**src/rtl/ram_boot_loader_pkg.sv**
```systemverilog
// Shared types for the RAM boot loader: FSM state encoding and the frame sync byte.
package ram_boot_loader_pkg;

  localparam logic [7:0] SYNC_BYTE = 8'hA5;

  typedef enum logic [3:0] {
    IDLE,
    LEN_HI,
    LEN_LO,
    DATA_HI,
    DATA_LO,
    WRITE,
    CHK,
    DONE,
    ERROR
  } state_t;

  // States between SYNC and the checksum byte, where the CPU is held and the timeout runs.
  function automatic logic in_frame(input state_t s);
    return s inside {LEN_HI, LEN_LO, DATA_HI, DATA_LO, WRITE, CHK};
  endfunction

endpackage

```
**src/rtl/ram_boot_loader_if.sv**
```systemverilog
// Byte-stream input from the UART receiver and write-only RAM port-B output of the boot loader.
interface ram_boot_loader_if #(
  parameter int DATA_WIDTH = 16,
  parameter int ADDR_WIDTH = 10
) ();

  logic [7:0]            rx_data;
  logic                  rx_valid;
  logic                  rx_ready;
  logic [DATA_WIDTH-1:0] data_b;
  logic [ADDR_WIDTH-1:0] addr_b;
  logic                  we_b;

  modport master (
    input  rx_data, rx_valid,
    output rx_ready, data_b, addr_b, we_b
  );

  modport slave (
    output rx_data, rx_valid,
    input  rx_ready, data_b, addr_b, we_b
  );

endinterface

```
**src/rtl/ram_boot_loader_timeout.sv**
```systemverilog
// Inter-byte idle counter: expired is raised once TIMEOUT_CYCLES clocks pass with no clear while enabled.
module ram_boot_loader_timeout #(
  parameter int TIMEOUT_CYCLES = 50_000_000
) (
  input  logic clk,
  input  logic reset,
  input  logic clear,
  input  logic enable,
  output logic expired
);

  localparam int CW = $clog2(TIMEOUT_CYCLES + 1);
  localparam logic [CW-1:0] LAST = CW'(TIMEOUT_CYCLES - 1);

  logic [CW-1:0] count_reg;

  always_ff @(posedge clk) begin
    if (reset || clear || !enable) begin
      count_reg <= '0;
    end else if (count_reg != LAST) begin
      count_reg <= count_reg + 1'b1;
    end
  end

  // Firing on LAST lets the owner react on the TIMEOUT_CYCLES-th edge after the last byte.
  assign expired = enable && !clear && (count_reg == LAST);

endmodule

```
**src/rtl/ram_boot_loader.sv**
```systemverilog
// Packs a framed UART byte stream into 16-bit big-endian words and writes them to RAM port B.
module ram_boot_loader
  import ram_boot_loader_pkg::*;
#(
  parameter int DATA_WIDTH     = 16,
  parameter int ADDR_WIDTH     = 10,
  parameter int BASE_ADDR      = 0,
  parameter int TIMEOUT_CYCLES = 50_000_000
) (
  input  logic                  clk,
  input  logic                  reset,
  ram_boot_loader_if.master     bus,
  output logic                  cpu_hold,
  output logic                  load_done,
  output logic                  load_error,
  output logic [ADDR_WIDTH:0]   words_loaded
);

  localparam logic [16:0] MAX_LEN = 17'(2 ** ADDR_WIDTH);

  state_t              state_reg, state_next;
  logic                started_reg;
  logic [15:0]         len_reg, len_next;
  logic [7:0]          hi_reg, hi_next;
  logic [7:0]          lo_reg, lo_next;
  logic [7:0]          chk_reg, chk_next;
  logic [ADDR_WIDTH:0] words_reg, words_next;
  logic                done_reg, done_next;
  logic                error_reg, error_next;

  logic                accept;
  logic                timeout_expired;
  logic [15:0]         len_value;
  logic [ADDR_WIDTH:0] words_inc;

  assign bus.rx_ready = started_reg && (state_reg != WRITE);
  assign accept       = bus.rx_valid && bus.rx_ready;
  assign bus.we_b     = (state_reg == WRITE);
  assign bus.data_b   = {hi_reg, lo_reg};
  assign bus.addr_b   = ADDR_WIDTH'(BASE_ADDR) + words_reg[ADDR_WIDTH-1:0];
  assign cpu_hold     = in_frame(state_reg);
  assign load_done    = done_reg;
  assign load_error   = error_reg;
  assign words_loaded = words_reg;
  assign len_value    = {len_reg[15:8], bus.rx_data};
  assign words_inc    = words_reg + 1'b1;

  ram_boot_loader_timeout #(
    .TIMEOUT_CYCLES(TIMEOUT_CYCLES)
  ) u_timeout (
    .clk    (clk),
    .reset  (reset),
    .clear  (accept),
    .enable (in_frame(state_reg)),
    .expired(timeout_expired)
  );

  always_ff @(posedge clk) begin
    if (reset) begin
      state_reg   <= IDLE;
      started_reg <= 1'b0;
      len_reg     <= '0;
      hi_reg      <= '0;
      lo_reg      <= '0;
      chk_reg     <= '0;
      words_reg   <= '0;
      done_reg    <= 1'b0;
      error_reg   <= 1'b0;
    end else begin
      state_reg   <= state_next;
      started_reg <= 1'b1;
      len_reg     <= len_next;
      hi_reg      <= hi_next;
      lo_reg      <= lo_next;
      chk_reg     <= chk_next;
      words_reg   <= words_next;
      done_reg    <= done_next;
      error_reg   <= error_next;
    end
  end

  always_comb begin
    state_next = state_reg;
    len_next   = len_reg;
    hi_next    = hi_reg;
    lo_next    = lo_reg;
    chk_next   = chk_reg;
    words_next = words_reg;
    done_next  = done_reg;
    error_next = error_reg;

    if (in_frame(state_reg) && timeout_expired) begin
      state_next = ERROR;
      error_next = 1'b1;
    end else begin
      case (state_reg)
        IDLE, DONE, ERROR: begin
          if (accept && bus.rx_data == SYNC_BYTE) begin
            state_next = LEN_HI;
            chk_next   = '0;
            words_next = '0;
            done_next  = 1'b0;
            error_next = 1'b0;
          end
        end
        LEN_HI: begin
          if (accept) begin
            len_next   = {bus.rx_data, 8'h00};
            chk_next   = chk_reg ^ bus.rx_data;
            state_next = LEN_LO;
          end
        end
        LEN_LO: begin
          if (accept) begin
            len_next = len_value;
            chk_next = chk_reg ^ bus.rx_data;
            if (len_value == 16'd0) begin
              state_next = CHK;
            end else if ({1'b0, len_value} > MAX_LEN) begin
              state_next = ERROR;
              error_next = 1'b1;
            end else begin
              state_next = DATA_HI;
            end
          end
        end
        DATA_HI: begin
          if (accept) begin
            hi_next    = bus.rx_data;
            chk_next   = chk_reg ^ bus.rx_data;
            state_next = DATA_LO;
          end
        end
        DATA_LO: begin
          if (accept) begin
            lo_next    = bus.rx_data;
            chk_next   = chk_reg ^ bus.rx_data;
            state_next = WRITE;
          end
        end
        WRITE: begin
          words_next = words_inc;
          state_next = (17'(words_inc) == {1'b0, len_reg}) ? CHK : DATA_HI;
        end
        CHK: begin
          if (accept) begin
            if (bus.rx_data == chk_reg) begin
              state_next = DONE;
              done_next  = 1'b1;
            end else begin
              state_next = ERROR;
              error_next = 1'b1;
            end
          end
        end
        default: state_next = IDLE;
      endcase
    end
  end

endmodule

```
**src/flat_wrapper.sv**
```systemverilog
// flat-port wrapper written by rule: the top's interface ports become plain ports
module ram_boot_loader_flat import ram_boot_loader_pkg::*;
#(
  parameter int DATA_WIDTH     = 16,
  parameter int ADDR_WIDTH     = 10,
  parameter int BASE_ADDR      = 0,
  parameter int TIMEOUT_CYCLES = 50_000_000
)
  (clk, reset, cpu_hold, load_done, load_error, words_loaded, bus_rx_data, bus_rx_valid, bus_rx_ready, bus_data_b, bus_addr_b, bus_we_b);
  ram_boot_loader_if #(.DATA_WIDTH(DATA_WIDTH), .ADDR_WIDTH(ADDR_WIDTH)) bus_i ();
  input  logic clk;
  input  logic reset;
  output logic cpu_hold;
  output logic load_done;
  output logic load_error;
  output logic [ADDR_WIDTH:0] words_loaded;
  input wire logic [$bits(bus_i.rx_data)-1:0] bus_rx_data;
  input wire logic [$bits(bus_i.rx_valid)-1:0] bus_rx_valid;
  output wire logic [$bits(bus_i.rx_ready)-1:0] bus_rx_ready;
  output wire logic [$bits(bus_i.data_b)-1:0] bus_data_b;
  output wire logic [$bits(bus_i.addr_b)-1:0] bus_addr_b;
  output wire logic [$bits(bus_i.we_b)-1:0] bus_we_b;
  assign bus_i.rx_data = bus_rx_data;
  assign bus_i.rx_valid = bus_rx_valid;
  assign bus_rx_ready = bus_i.rx_ready;
  assign bus_data_b = bus_i.data_b;
  assign bus_addr_b = bus_i.addr_b;
  assign bus_we_b = bus_i.we_b;
  ram_boot_loader #(.DATA_WIDTH(DATA_WIDTH), .ADDR_WIDTH(ADDR_WIDTH), .BASE_ADDR(BASE_ADDR), .TIMEOUT_CYCLES(TIMEOUT_CYCLES)) u_core (.clk(clk), .reset(reset), .bus(bus_i), .cpu_hold(cpu_hold), .load_done(load_done), .load_error(load_error), .words_loaded(words_loaded));
endmodule
```
**config.mk**
```make
export PLATFORM = sky130hd
export DESIGN_NAME = ram_boot_loader_flat
export DESIGN_NICKNAME = d
export VERILOG_FILES = /design/src/rtl/ram_boot_loader_pkg.sv /design/src/rtl/ram_boot_loader_if.sv /design/src/rtl/ram_boot_loader_timeout.sv /design/src/rtl/ram_boot_loader.sv /design/src/flat_wrapper.sv
export SDC_FILE = /design/constraint.sdc
export NUM_CORES = 1
export LEC_CHECK = 0
export ABC_AREA = 1
export BUFFER_PORTS_ARGS = -buffer_cell sky130_fd_sc_hd__buf_2
export CAP_MARGIN = 20
export CORE_ASPECT_RATIO = 0.7
export CORE_MARGIN = 2
export CORE_UTILIZATION = 23
export DETAILED_ROUTE_END_ITERATION = 7
export PLACE_DENSITY = 0.52
export SYNTH_ARGS = -nofsm -noshare
export SYNTH_HDL_FRONTEND = slang
export SYNTH_SLANG_ARGS = --single-unit
```
**constraint.sdc**
```tcl
create_clock -name clk -period 1.7 [get_ports clk]
set_input_delay 0.255 -clock clk [delete_from_list [all_inputs] [get_ports clk]]
set_output_delay 0.255 -clock clk [all_outputs]
set_load 0.01 [all_outputs]
```
==> impl_metrics.tcl <==
set metrics [dict create \
    netlist_instances 647 \
    rsz0062_at_grt "true" \
    gp_congestion 0.807 \
    cts_made_buffers 9 \
    drc_errors 0 \
    synth_top_area_share_pct 37.3 \
    min_path_type "input port to register" \
    synthFlopType "dfxtp_1" \
    synth_area_leaders "dfxtp_1 (37%), nand2_1 (12%), a21oi_1 (6.9%)" \
    cts_tree "done" \
    start_kind "register" \
    grt_overflow_total 0 \
    wl_um 13900 \
    cp_slowest_cell "dfxtp_2" \
    maxSlewViolCount 0 \
    cts-root-buf "clkbuf_16" \
    ys_async_sr_fraction_pct 0 \
    irDropWorstVdd_mv 0.540 \
    dr.pass1.iters 4 \
    relSlewSlack_pct 64.5 \
    rr_endpoint "u_core.words_loaded[7]" \
    grt_pass1_vias 4214 \
    place_hpwl_um 9930 \
    synth-edff-count 0 \
    tns_ns -2.68 \
    antenna_found_initial 0 \
    final.period_utilization_pct 108 \
    final_common_cell "nand2_1" \
    netlist_area_um2 4510 \
    grt_max_degree 37 \
    crit_fanout 6 \
    hold_viol 0 \
    nNetsFinal 829 \
    p_per_area_nw_per_um2 696 \
    synth_fp_nets 660 \
    cpMostUsedCell "nand2_4" \
    final_cell_mix "nand2_1 (123), buf_4 (114), dfxtp_1 (72)" \
    period_minus_slack_ns 1.84 \
    clock_tree.buffer_depth 2 \
    avgSynthCellArea_um2 6.97 \
    cp.arrival_ns 2.12 \
    yosysSeqAreaShare_pct 37.3 \
    holdBufCountCts 0 \
    fp.dieH_um 121 \
    clkLatencyLatePin_ns 0.35 \
    critical_path_class "register to register" \
    ioPinCount 53 \
    start_util_pct 23.6 \
    core-area_um2 19100 \
    holdPathStages 4 \
    violations "negative setup slack" \
    tightest_slew_ns 0.532 \
    via_per_inst 4.23 \
    end_kind "register" \
    hold_slack_ns 0.283 \
    fp.dieW_um 171 \
    cp_cell_sequence "ha_4, nand2_4, nor2_4, buf_6, nand4_1, nor3_4, nand2_4, nand2_4, inv_8, o21ai_4, nand2_1, a21oi_2" \
    stdcell_count 1085 \
    h-tree-depth 3 \
    antenna_left 0 \
    outcome "finished with violations" \
    clk_pin_slew_ns 0.06 \
    worst-r2r-setup-slack_ns -0.14 \
    clock-sinks 84 \
    portBuffers 52 \
    dp_cells 1040 \
    leakagePower_uw 0.00286 \
    crit_start "u_core.u_timeout.count_reg[0]" \
    rr_startpoint "u_core.u_timeout.count_reg[0]" \
    fmax_mhz 543 \
    drt_iter0_drc 231 \
    p_total_uw 4740 \
    min-delay-start "reset" \
    synth_warnings 0 \
    insertedDiodeCount 0 \
    ys_seq_elements 84 \
    wire_per_inst_um 12.8 \
    finalSetupViolations 41 \
    ys_types 45 \
    die-area_um2 20800 \
    cpPeakStageDelay_ns 0.35 \
    area_growth_pct 51.0 \
    grt_util_all_layers_pct 13.3 \
    fillCellCount 1999 \
    setup_ws_ns -0.142 \
    dr_total_vias 4594 \
    cp.required_ns 1.98 \
    clock_skew_ns 0.0103 \
    r2r_cells 12 \
    synth_top_area_cell "dfxtp_1" \
    min_to "u_core.state_reg[2]" \
    rows 42 \
    grt_pass1_wl_um 21600 \
    drive_above_1_share_pct 42.3 \
    cap_violations 0 \
    largest_reg_flops 26 \
]
-- synth_stat cells, types with 4 or more instances --
cell type  instances
nand2_2           14
xnor2_1            5
nor2_2             6
nand2_1          150
dfxtp_1           84
nor2_1            72
xor2_1            13
inv_2             10
buf_4             11
a21oi_1           62
nand3b_1           5
nand3_1           36
o21ai_0           28
a21oi_2            9
nand4_1           14
a211oi_1           4
buf_2              6
inv_1             66
nor3_1            12
clkbuf_1           6
-- how the worst max path moves through the flow --
| stage | slack (ns) | to | cells after the start |
|---|---|---|---|
| 2_1_floorplan | 0.006 | u_core.u_timeout.count_reg[22] | 10 |
| 3_3_place_gp | -0.15 | u_core.state_reg[2] | 13 |
| 3_5_place_dp | -0.14 | u_core.state_reg[2] | 15 |
| 4_1_cts | -0.09 | u_core.u_timeout.count_reg[22] | 10 |
| 5_1_grt | -0.29 | u_core.words_loaded[7] | 12 |
| 6_report | -0.14 | u_core.words_loaded[7] | 12 |
-- timing repair --
item,in CTS,in global routing
cloned,1,1
setup buffers,10,19
gates resized for setup,47,116
pin swaps,15,43
endpoints found under the setup margin,39,64
-- power by group --
group	switching [µW]	internal [µW]	total (µW)
Combinational	439	302	741
Clock	839	1140	1980
Sequential	30.7	1990	2020
Total	1310	3440	4740
-- metal layers --
| layer | routed length (µm) | up-vias | share of wire [%] | GRT usage, % |
|---|---|---|---|---|
| met5 | 0 | - | 0 | 0 |
| met4 | 201 | 0 | 1.4 | 3.92 |
| met3 | 533 | 16 | 3.8 | 3.42 |
| met2 | 5560 | 72 | 40 | 18.3 |
| met1 | 7580 | 2070 | 55 | 20.1 |
| li1 | - | 2436 | - | - |
-- cell type report --
type	instances	area, µm²	share of cell area (%)
well taps	264	330	4.85
clock buffers	12	236	3.47
clock inverters	4	48.8	0.716
flip-flops and latches	84	1700	25.0
repair buffers	182	1330	19.5
multi-input cells	462	2850	41.8
inverters	77	319	4.68
-- kinds of logic after synthesis --
group | count (synthesis) | synth area share, %
DFF | 84 | 37.3
AOI/OAI and AO/OA | 112 | 14.2
and+or+nand+nor | 329 | 34.5
adders and majority gates | 2 | 0.555
xor gates and xnor gates | 18 | 3.50
buffers and inverters | 102 | 9.99
-- through the flow --
stage | area, µm² | worst slack (ns) | utilization, %
after floorplan | 4530 | 0.00587 | -
after global placement | 5750 | -0.146 | 30.1
after detailed placement | 5750 | -0.136 | 30.1
after CTS | 6270 | -0.0871 | 32.9
after global routing | 6810 | -0.286 | 35.7
final | 6810 | -0.142 | 35.7
-- critical path: cells and delay by family, from the launching register on --
kind / cells / cell delay (ns)
and+or+nand+nor: 7 / 0.85
DFF: 1 / 0.35
AOI/OAI and AO/OA: 2 / 0.26
buffers and inverters: 2 / 0.17
adders and majority gates: 1 / 0.14
No activity file was read; power rests on OpenSTA's default activity.
